$ cat config.mk
export PLATFORM = sky130hd
export DESIGN_NAME = udt_rx_classifier
export DESIGN_NICKNAME = d
export VERILOG_FILES = /design/src/rtl/udt_pkg.sv /design/src/rtl/udt_hs_buf.sv /design/src/rtl/udt_rx_classifier.sv
export SDC_FILE = /design/constraint.sdc
export NUM_CORES = 1
export LEC_CHECK = 0
export BUFFER_PORTS_ARGS = -buffer_cell sky130_fd_sc_hd__buf_2
export CAP_MARGIN = 20
export CORE_MARGIN = 3
export CORE_UTILIZATION = 50
export DETAILED_ROUTE_END_ITERATION = 7
export GPL_ROUTABILITY_DRIVEN = 0
export PLACE_DENSITY = 0.73
export SKIP_LAST_GASP = 1
export SYNTH_ARGS = -nofsm -noshare
export SYNTH_HDL_FRONTEND = slang
export SYNTH_SLANG_ARGS = --single-unit
$ cat constraint.sdc
create_clock -name clk -period 9.78 [get_ports clk]
set_clock_uncertainty 0.2 [all_clocks]
set_input_delay 0 -clock clk [delete_from_list [all_inputs] [get_ports clk]]
set_output_delay 0 -clock clk [all_outputs]
set_load 0.05 [all_outputs]
$ cat src/rtl/udt_pkg.sv
// Shared types and helpers for the UDT receive-side classifier.
package udt_pkg;

  // Control-type field value (tdata[62:48] of a control packet) for handshakes.
  localparam logic [14:0] CTRL_TYPE_HANDSHAKE = 15'h0;

  // Default handshake length in 64-bit beats (16 B header + 48 B body).
  localparam int HS_BEATS_DEF = 8;

  typedef enum logic [2:0] {
    IDLE,
    PASS_DATA,
    PASS_CTRL,
    HS_CAP,
    HS_EMIT,
    DROP
  } state_e;

  typedef enum logic [1:0] {
    DATA,
    HS,
    CTRL
  } pkt_class_e;

  // Classify a packet from the top 16 bits of its first beat:
  // bit 63 is the control flag, bits 62:48 the control type.
  function automatic pkt_class_e classify(input logic [15:0] hdr);
    pkt_class_e c;
    if (!hdr[15]) begin
      c = DATA;
    end else if (hdr[14:0] == CTRL_TYPE_HANDSHAKE) begin
      c = HS;
    end else begin
      c = CTRL;
    end
    return c;
  endfunction

endpackage

$ cat src/rtl/udt_hs_buf.sv
// Whole-packet handshake buffer: HS_BEATS x 64-bit registers with a write
// pointer that doubles as the captured beat count and an independent read
// pointer used during replay.
module udt_hs_buf #(
  parameter int HS_BEATS = 8,
  parameter int PTR_W    = $clog2(HS_BEATS),
  parameter int BC_W     = $clog2(HS_BEATS + 1)
) (
  input  logic             clk,
  input  logic             rst_i,
  input  logic             clr_i,
  input  logic             wr_en_i,
  input  logic [63:0]      wr_data_i,
  input  logic             rd_adv_i,
  output logic [63:0]      rd_data_o,
  output logic             rd_last_o,
  output logic [BC_W-1:0]  beat_cnt_o
);

  localparam logic [BC_W-1:0]  BC_ONE    = {{(BC_W-1){1'b0}}, 1'b1};
  localparam logic [BC_W-1:0]  BC_FULL   = BC_W'(HS_BEATS);
  localparam logic [PTR_W-1:0] PTR_ONE   = {{(PTR_W-1){1'b0}}, 1'b1};
  localparam logic [PTR_W-1:0] PTR_FINAL = PTR_W'(HS_BEATS - 1);

  logic [63:0]      mem_q [HS_BEATS];
  logic [BC_W-1:0]  wr_cnt_q, wr_cnt_d;
  logic [PTR_W-1:0] rd_ptr_q, rd_ptr_d;
  logic             wr_ok_s;

  // Writes beyond the buffer depth are ignored; the FSM drops such packets.
  assign wr_ok_s = wr_en_i && (wr_cnt_q < BC_FULL);

  // Pointer next-state: clear has priority over write/advance.
  always_comb begin
    wr_cnt_d = wr_cnt_q;
    rd_ptr_d = rd_ptr_q;
    if (clr_i) begin
      wr_cnt_d = {BC_W{1'b0}};
      rd_ptr_d = {PTR_W{1'b0}};
    end else begin
      if (wr_ok_s) begin
        wr_cnt_d = wr_cnt_q + BC_ONE;
      end else begin
        wr_cnt_d = wr_cnt_q;
      end
      if (rd_adv_i) begin
        rd_ptr_d = rd_ptr_q + PTR_ONE;
      end else begin
        rd_ptr_d = rd_ptr_q;
      end
    end
  end

  // Pointer registers with synchronous reset.
  always_ff @(posedge clk) begin
    if (rst_i) begin
      wr_cnt_q <= {BC_W{1'b0}};
      rd_ptr_q <= {PTR_W{1'b0}};
    end else begin
      wr_cnt_q <= wr_cnt_d;
      rd_ptr_q <= rd_ptr_d;
    end
  end

  // Beat storage; contents are only meaningful below the write pointer.
  always_ff @(posedge clk) begin
    if (wr_ok_s && !clr_i) begin
      mem_q[wr_cnt_q[PTR_W-1:0]] <= wr_data_i;
    end
  end

  assign rd_data_o  = mem_q[rd_ptr_q];
  assign rd_last_o  = (rd_ptr_q == PTR_FINAL);
  assign beat_cnt_o = wr_cnt_q;

endmodule

$ cat src/rtl/udt_rx_classifier.sv
// UDT receive classifier: routes data and non-handshake control packets
// straight through, and buffers/validates handshake packets before
// replaying them to the listen block.
module udt_rx_classifier
  import udt_pkg::*;
#(
  parameter int HS_BEATS = HS_BEATS_DEF,
  parameter int CNT_W    = 16
) (
  input  logic             clk,
  input  logic             core_rst,
  input  logic             listen_en,
  input  logic [63:0]      s_tdata,
  input  logic [7:0]       s_tkeep,
  input  logic             s_tvalid,
  output logic             s_tready,
  input  logic             s_tlast,
  output logic [63:0]      handshake_tdata,
  output logic [7:0]       handshake_tkeep,
  output logic             handshake_tvalid,
  input  logic             handshake_tready,
  output logic             handshake_tlast,
  output logic [63:0]      ctrl_tdata,
  output logic [7:0]       ctrl_tkeep,
  output logic             ctrl_tvalid,
  output logic             ctrl_tlast,
  input  logic             ctrl_tready,
  output logic [63:0]      data_tdata,
  output logic [7:0]       data_tkeep,
  output logic             data_tvalid,
  output logic             data_tlast,
  input  logic             data_tready,
  output logic [CNT_W-1:0] hs_cnt,
  output logic [CNT_W-1:0] drop_cnt
);

  localparam int               PTR_W   = $clog2(HS_BEATS);
  localparam int               BC_W    = $clog2(HS_BEATS + 1);
  localparam logic [BC_W-1:0]  BC_ONE  = {{(BC_W-1){1'b0}}, 1'b1};
  localparam logic [BC_W-1:0]  BC_FULL = BC_W'(HS_BEATS);
  localparam logic [CNT_W-1:0] CNT_ONE = {{(CNT_W-1){1'b0}}, 1'b1};

  // Saturating statistics increment.
  function automatic logic [CNT_W-1:0] sat_inc(input logic [CNT_W-1:0] v);
    logic [CNT_W-1:0] r;
    if (v == {CNT_W{1'b1}}) begin
      r = v;
    end else begin
      r = v + CNT_ONE;
    end
    return r;
  endfunction

  state_e           state_q, state_d;
  logic [CNT_W-1:0] hs_cnt_q, hs_cnt_d;
  logic [CNT_W-1:0] drop_cnt_q, drop_cnt_d;
  logic             keep_ok_q, keep_ok_d;

  pkt_class_e       cls_s;
  logic             hs_capture_s;
  logic [BC_W-1:0]  beat_num_s;
  logic             keep_now_s;
  logic             hs_drop_s;

  logic             buf_wr_s, buf_clr_s, buf_rd_adv_s;
  logic [63:0]      buf_rd_data_s;
  logic             buf_rd_last_s;
  logic [BC_W-1:0]  buf_cnt_s;

  udt_hs_buf #(
    .HS_BEATS (HS_BEATS),
    .PTR_W    (PTR_W),
    .BC_W     (BC_W)
  ) u_hs_buf (
    .clk        (clk),
    .rst_i      (core_rst),
    .clr_i      (buf_clr_s),
    .wr_en_i    (buf_wr_s),
    .wr_data_i  (s_tdata),
    .rd_adv_i   (buf_rd_adv_s),
    .rd_data_o  (buf_rd_data_s),
    .rd_last_o  (buf_rd_last_s),
    .beat_cnt_o (buf_cnt_s)
  );

  // Only the first beat of a packet (seen in IDLE) is classified.
  assign cls_s        = classify(s_tdata[63:48]);
  assign hs_capture_s = (state_q == HS_CAP) || ((state_q == IDLE) && (cls_s == HS));
  // 1-based index of the beat currently offered to the capture logic.
  assign beat_num_s   = (state_q == IDLE) ? BC_ONE : (buf_cnt_s + BC_ONE);
  // Every captured beat must carry all eight bytes.
  assign keep_now_s   = ((state_q == IDLE) ? 1'b1 : keep_ok_q) && (s_tkeep == 8'hFF);

  // Pass-through ports mirror the inbound stream; only tvalid is steered.
  assign data_tdata      = s_tdata;
  assign data_tkeep      = s_tkeep;
  assign data_tlast      = s_tlast;
  assign ctrl_tdata      = s_tdata;
  assign ctrl_tkeep      = s_tkeep;
  assign ctrl_tlast      = s_tlast;
  assign handshake_tdata = buf_rd_data_s;
  assign handshake_tkeep = 8'hFF;
  assign hs_cnt          = hs_cnt_q;
  assign drop_cnt        = drop_cnt_q;

  // Next-state, routing and handshake capture/replay control.
  always_comb begin
    state_d          = state_q;
    hs_cnt_d         = hs_cnt_q;
    drop_cnt_d       = drop_cnt_q;
    keep_ok_d        = keep_ok_q;
    s_tready         = 1'b0;
    data_tvalid      = 1'b0;
    ctrl_tvalid      = 1'b0;
    handshake_tvalid = 1'b0;
    handshake_tlast  = 1'b0;
    buf_wr_s         = 1'b0;
    buf_clr_s        = 1'b0;
    buf_rd_adv_s     = 1'b0;
    hs_drop_s        = 1'b0;

    case (state_q)
      IDLE: begin
        case (cls_s)
          DATA: begin
            s_tready    = data_tready;
            data_tvalid = s_tvalid;
            if (s_tvalid && data_tready && !s_tlast) begin
              state_d = PASS_DATA;
            end else begin
              state_d = IDLE;
            end
          end
          CTRL: begin
            s_tready    = ctrl_tready;
            ctrl_tvalid = s_tvalid;
            if (s_tvalid && ctrl_tready && !s_tlast) begin
              state_d = PASS_CTRL;
            end else begin
              state_d = IDLE;
            end
          end
          HS: begin
            s_tready = 1'b1;
          end
          default: begin
            state_d = IDLE;
          end
        endcase
      end
      PASS_DATA: begin
        s_tready    = data_tready;
        data_tvalid = s_tvalid;
        if (s_tvalid && data_tready && s_tlast) begin
          state_d = IDLE;
        end else begin
          state_d = PASS_DATA;
        end
      end
      PASS_CTRL: begin
        s_tready    = ctrl_tready;
        ctrl_tvalid = s_tvalid;
        if (s_tvalid && ctrl_tready && s_tlast) begin
          state_d = IDLE;
        end else begin
          state_d = PASS_CTRL;
        end
      end
      HS_CAP: begin
        s_tready = 1'b1;
      end
      DROP: begin
        s_tready = 1'b1;
        if (s_tvalid && s_tlast) begin
          hs_drop_s = 1'b1;
          state_d   = IDLE;
        end else begin
          state_d = DROP;
        end
      end
      HS_EMIT: begin
        handshake_tvalid = 1'b1;
        handshake_tlast  = buf_rd_last_s;
        if (handshake_tready) begin
          if (buf_rd_last_s) begin
            hs_cnt_d  = sat_inc(hs_cnt_q);
            buf_clr_s = 1'b1;
            state_d   = IDLE;
          end else begin
            buf_rd_adv_s = 1'b1;
          end
        end else begin
          state_d = HS_EMIT;
        end
      end
      default: begin
        state_d = IDLE;
      end
    endcase

    // Handshake capture, shared by the first beat (IDLE) and later beats.
    if (hs_capture_s && s_tvalid) begin
      buf_wr_s  = 1'b1;
      keep_ok_d = keep_now_s;
      if (s_tlast) begin
        if ((beat_num_s == BC_FULL) && keep_now_s && listen_en) begin
          state_d = HS_EMIT;
        end else begin
          hs_drop_s = 1'b1;
          state_d   = IDLE;
        end
      end else if (beat_num_s == BC_FULL) begin
        state_d = DROP;
      end else begin
        state_d = HS_CAP;
      end
    end else begin
      keep_ok_d = keep_ok_q;
    end

    // A rejected handshake is counted and its partial contents discarded.
    if (hs_drop_s) begin
      drop_cnt_d = sat_inc(drop_cnt_q);
      buf_clr_s  = 1'b1;
    end else begin
      drop_cnt_d = drop_cnt_q;
    end

    // Nothing is accepted or offered while reset is held.
    if (core_rst) begin
      s_tready         = 1'b0;
      data_tvalid      = 1'b0;
      ctrl_tvalid      = 1'b0;
      handshake_tvalid = 1'b0;
      handshake_tlast  = 1'b0;
    end else begin
      buf_wr_s = buf_wr_s;
    end
  end

  // State and statistics registers with synchronous reset.
  always_ff @(posedge clk) begin
    if (core_rst) begin
      state_q    <= IDLE;
      hs_cnt_q   <= {CNT_W{1'b0}};
      drop_cnt_q <= {CNT_W{1'b0}};
      keep_ok_q  <= 1'b0;
    end else begin
      state_q    <= state_d;
      hs_cnt_q   <= hs_cnt_d;
      drop_cnt_q <= drop_cnt_d;
      keep_ok_q  <= keep_ok_d;
    end
  end

endmodule

* After elaboration in Yosys (flattened, before gate mapping)
Memory sizes are Yosys's and may differ from the RTL's. A register that Yosys moved wholly into a read port is not among the register bits. Index checks and enable logic that the tools add are counted.
Cells by class: add/sub/neg operators 4, order comparisons 1, equality and inequality tests 15, multiplexer cells 47, bitwise gates (word level) 2, reductions and logical operators 25
Operators with widths (number):
- adder 16 x 1 -> 16 bit, second input constant | 2
- == test 16 bit, second input constant | 2
- two-way mux 1 bit | 27
- two-way mux 3 bit | 9
- one-hot mux 3 bit (6 select lines) | 1
- logical NOT 15 bit | 1
- logical AND 1 bit | 14
- == test 3 bit, second input constant | 3
- one-hot mux 3 bit (3 select lines) | 1
- == test 8 bit, second input constant | 1
- two-way mux 2 bit | 4
- == test 3 x 2 -> 1 bit, second input constant | 2
- adder 4 x 1 -> 4 bit, second input constant | 1
- == test 4 bit, second input constant | 1
- < comparator 4 bit, second input constant | 1
- two-way mux 4 bit | 1
- != test 4 bit, second input constant | 1
- one-hot mux 1 bit (2 select lines) | 2
- one-hot mux 1 bit (4 select lines) | 1
- AND reduction 4 bit | 1
- OR reduction 2 bit | 2
- adder 3 x 1 -> 3 bit, second input constant | 1
- == test 3 x 1 -> 1 bit, second input constant | 1
- logical NOT 3 bit | 1
- other kinds (11) | 13
Storage, ports and cells: register bits after elaboration 43, memory bits (writable) 512, input port bits 80, output and inout bits 255, word-level logic and storage cells 101, memories 1
Memory list:
- u_hs_buf.mem_q | words 8, bits a word 64, rd ports 1, clocked after Yosys merged registers in 1, write ports 1, line udt_hs_buf.sv:25 | logic [63:0] mem_q [HS_BEATS];

* Logic depth before layout (Yosys ltp)
word-level depth 13, mapped depth 7

* Cells and area by module
Synthesis repeated with hierarchy kept, for this count alone.
Unflattened totals: cells, all modules 1207, area, all modules 22905.7 µm²
Modules (own cells, without submodules):
- udt_hs_buf | times used 1, cells each 784, area each 19628.8 µm², sequential area each 15574.9 µm²
- udt_rx_classifier | times used 1, cells each 423, area each 3276.9 µm², sequential area each 720.7 µm²

* Worst setup path after synthesis
Ideal clock, no wire load.
path type register to register, start point reg u_hs_buf.wr_cnt_q[0], in the netlist u_hs_buf.beat_cnt_o[0], end point mem u_hs_buf.mem_q[0][0], enable pin, arrival 6.094 ns, data required time 9.015 ns, slack 2.922 ns, cell stages (with the launch flop) 8, path buffers 1, clock period less this slack 6.858 ns, cell sequence dfxtp_1 > ha_1 > nor3b_1 > a31oi_1 > o41ai_4 > buf_6 > nand2b_1 > nor3_1
Between the ends: cells in the longest elaborated chain, start to end 13, elaborated cells on any way between the ends 15
RTL lines:
- start: declaration | line udt_hs_buf.sv:26 | logic [BC_W-1:0] wr_cnt_q, wr_cnt_d;
- start signal: assignment | line udt_hs_buf.sv:57 | wr_cnt_q <= {BC_W{1'b0}};
- start signal: assignment | line udt_hs_buf.sv:60 | wr_cnt_q <= wr_cnt_d;
- adder 4 x 1 -> 4 bit | line udt_rx_classifier.sv:90 | assign beat_num_s = (state_q == IDLE) ? BC_ONE : (buf_cnt_s + BC_ONE);
- two-way mux 4 bit | line udt_rx_classifier.sv:90
- == test 4 bit | line udt_rx_classifier.sv:206 | if ((beat_num_s == BC_FULL) && keep_now_s && listen_en) begin
- logical AND 1 bit (2 in a row) | line udt_rx_classifier.sv:206
- two-way mux 1 bit | line udt_rx_classifier.sv:206
- two-way mux 1 bit | line udt_rx_classifier.sv:205 | if (s_tlast) begin
- two-way mux 1 bit | line udt_rx_classifier.sv:202 | if (hs_capture_s && s_tvalid) begin
- two-way mux 1 bit | line udt_rx_classifier.sv:222 | if (hs_drop_s) begin
- logical NOT 1 bit | line udt_hs_buf.sv:67 | if (wr_ok_s && !clr_i) begin
- logical AND 1 bit | line udt_hs_buf.sv:67
- two-way mux 1 bit | line udt_hs_buf.sv:67
- two-way mux 1 bit (implied by the code) | line udt_hs_buf.sv:68 | mem_q[wr_cnt_q[PTR_W-1:0]] <= wr_data_i;
- end: declaration | line udt_hs_buf.sv:25
Several ways; a longest one is shown, not always the timed one.

* Worst setup path after layout
start point reg u_hs_buf.wr_cnt_q[1], in the netlist u_hs_buf.beat_cnt_o[1], end point mem u_hs_buf.mem_q[6][36], enable pin
The elaborated chain is that of the path after synthesis.

==> impl_metrics.tcl <==
set metrics [dict create \
    multi_input_area_um2 5400 \
    clockBufferDepth 3 \
    worstHoldEndpoint "u_hs_buf.mem_q[4][34]$_DFFE_PP_" \
    rr_endpoint "u_hs_buf.mem_q[6][36]$_DFFE_PP_" \
    drt_wl_total_um 46100 \
    routed_via_density 5.49 \
    antenna_cells 0 \
    power_mw 4.80 \
    crit_required_ns 9.78 \
    vias 11800 \
    cts_buffers 53 \
    antenna_found_initial 0 \
    ys_ff_latch 558 \
    reg2reg_slack_ns 5.50 \
    die_area_um2 48700 \
    overflow 0 \
    path_buf_inv 1 \
    min_period_over_period_pct 43.8 \
    layout_commonest_cell "edfxtp_1" \
    final_cell_mix "edfxtp_1, buf_2, mux4_2, dlygate4sd3_1, mux2_2" \
    first_global_vias 11800 \
    htreeDepth 2 \
    yosysSeqAreaShare_pct 70.7 \
    min_period_ns 4.28 \
    crit_fanout 62 \
    cts_tree "built" \
    setup-tns-final_ns 0 \
    grt_max_degree 72 \
    worstHoldPathType "in -> reg" \
    cpPeakStageDelay_ns 0.99 \
    place_hpwl_um 25500 \
    post_cts_buffers 0 \
    min_from "s_tdata[34]" \
    finalHoldViolCount 0 \
    die_w_um 221 \
    crit_path_cell_trace "ha_1 > nand3b_1 > o41ai_4 > nand2_1 > nor3_2 > buf_4" \
    drv_slew 0 \
    wire_per_inst_um 21.5 \
    nets 1589 \
    cp.arrival_ns 4.28 \
    cts_resized 0 \
    synth_cells 1222 \
    drive_above_1_share_pct 41.6 \
    worst_slew_pin_slew_ns 1.11 \
    status "finished clean" \
    cap_violations 0 \
    endpoint_kind "flop" \
    ys_types 49 \
    ff_latch_area_um2 16300 \
    clk_pin_slew_ns 0.06 \
    root_buffer "clkbuf_16" \
    max_freq_mhz 234 \
    hold_depth 2 \
    path_delay_family "compound AO/OA/AOI/OAI gates" \
    initial_core_util_pct 50.7 \
    cp_slowest_cell "o41ai_4" \
    ant_nets 0 \
    synth_flop_cell "edfxtp_1" \
    clock-sinks 558 \
    synth-async-reset-ratio_pct 0 \
    route.detailed.drc 0 \
    ir_drop_mv 0.137 \
    pin_count 335 \
    die_h_um 221 \
    area.growth.synth_to_final_pct 16.3 \
    crit_type "reg -> reg" \
    dr.pass1.iters 5 \
    r2r_cells 6 \
    syn_area_um2 23000 \
    nFillCells 3387 \
    rsz0062_at_grt "no" \
    coreArea_um2 45500 \
    setup_violations 0 \
    total_leakage_power_nw 8.98 \
    grtUsageTotal_pct 18.8 \
    crit_path_start_kind "flop" \
    reg2reg_from "u_hs_buf.beat_cnt_o[1]$_SDFFE_PP0P_" \
    rows 78 \
    synth_edf_count 512 \
    max_slew_margin_pct 26.0 \
    syn_area_per_cell_um2 18.9 \
    ys_warn_count 0 \
    powerDensity_nw_per_um2 179 \
    drtIter0Drc 920 \
    insertion_delay_ns 0.59 \
    io_buffer_count 326 \
    grt_pass1_wl_um 69100 \
]
-- how the worst max path moves through the flow --
stage | startpoint | cells after the start | endpoint | slack [ns]
after global routing | u_hs_buf.beat_cnt_o[1]$_SDFFE_PP0P_ | 6 | u_hs_buf.mem_q[6][36]$_DFFE_PP_ | 5.27
after global placement | u_hs_buf.beat_cnt_o[1]$_SDFFE_PP0P_ | 6 | u_hs_buf.mem_q[6][40]$_DFFE_PP_ | 5.64
after detailed placement | u_hs_buf.beat_cnt_o[1]$_SDFFE_PP0P_ | 6 | u_hs_buf.mem_q[6][42]$_DFFE_PP_ | 5.51
after floorplan | u_hs_buf.beat_cnt_o[0]$_SDFFE_PP0P_ | 7 | u_hs_buf.mem_q[0][0]$_DFFE_PP_ | 2.92
final | u_hs_buf.beat_cnt_o[1]$_SDFFE_PP0P_ | 6 | u_hs_buf.mem_q[6][36]$_DFFE_PP_ | 5.50
after CTS | u_hs_buf.beat_cnt_o[1]$_SDFFE_PP0P_ | 6 | u_hs_buf.mem_q[6][0]$_DFFE_PP_ | 5.47
-- through the flow --
stage | util (%) | instances | hold WS (ns) | cell area (um2) | setup WS [ns]
3_3_place_gp | 53.3 | 1964 | 0.0914 | 24200 | 5.64
5_1_grt | 58.9 | 2145 | 0.0558 | 26800 | 5.27
3_5_place_dp | 53.3 | 1964 | 0.105 | 24200 | 5.51
6_report | 58.9 | 2145 | 0.0616 | 26800 | 5.50
4_1_cts | 58.7 | 2141 | 0.0154 | 26700 | 5.47
2_1_floorplan | - | 1229 | -0.101 | 23100 | 2.92
-- sequential cells by signal, summed over array words and instances, names as in the netlist, named ones only --
register / flops
drop_cnt: 16
hs_cnt: 16
keep_ok_q: 1
state_q: 3
u_hs_buf.beat_cnt_o: 4
u_hs_buf.mem_q: 512
u_hs_buf.rd_ptr_q: 3
-- routing by layer --
metal / vias up / routed length (um) / GRT usage, %
li1: 5271 / - / -
met1: 6055 / 19300 / 25.8
met2: 391 / 23300 / 31.6
met3: 51 / 2730 / 3.54
met4: 0 / 687 / 4.22
met5: - / 0 / 0
-- what timing repair did --
item,4_1_cts,5_1_grt
hold endpoints to repair,558,0
hold buffers,81,0
endpoints found under the setup margin,0,0
-- synth_stat cells, types with 7 or more instances --
library cell    n  area [um2]
edfxtp_1      512       15400
buf_4         156        1170
mux4_2        128        2880
mux2_2         72         811
dfxtp_1        46         921
nor2_1         45         169
clkbuf_1       30         113
nor3_1         19        95.1
nor2b_1        17         106
nor4_1         17         106
a21oi_1        14        70.1
buf_2          14        70.1
nand3_1        14        70.1
xnor2_1        14         123
nand2_1        13        48.8
nand4_1        10        62.6
o21ai_0        10        50.1
and4_1          8        70.1
inv_1           7        26.3
mux2_4          7         105
nand2b_1        7        43.8
-- where the power goes --
group / leakage, nW / internal [mW] / switching (mW)
combinational: 3.21 / 0.0582 / 0.192
clock: 0.797 / 1.11 / 0.830
sequential: 4.97 / 2.60 / 0.00166
total: 8.98 / 3.77 / 1.02
-- area by class of cell --
| type | count | share of cell area [%] |
|---|---|---|
| flip-flops and latches | 558 | 60.9 |
| multi-input cells | 459 | 20.2 |
| repair buffers | 425 | 9.92 |
| clock buffers | 66 | 5.21 |
| well taps | 600 | 2.80 |
| clock inverters | 30 | 0.939 |
| inverters | 7 | 0.0981 |
-- logic make-up after synthesis --
| family | count (synthesis) | share of synthesized area, % |
|---|---|---|
| XOR/XNOR | 16 | 0.608 |
| AND/OR/NAND/NOR | 180 | 4.45 |
| buffers and inverters | 212 | 6.14 |
| adder cells (fa/ha/maj) | 5 | 0.272 |
| flip-flops | 558 | 70.7 |
| other | 1 | 0.0163 |
| multiplexers | 210 | 16.6 |
| AO/OA/AOI/OAI | 40 | 1.18 |
No activity file was read; power rests on OpenSTA's default activity.
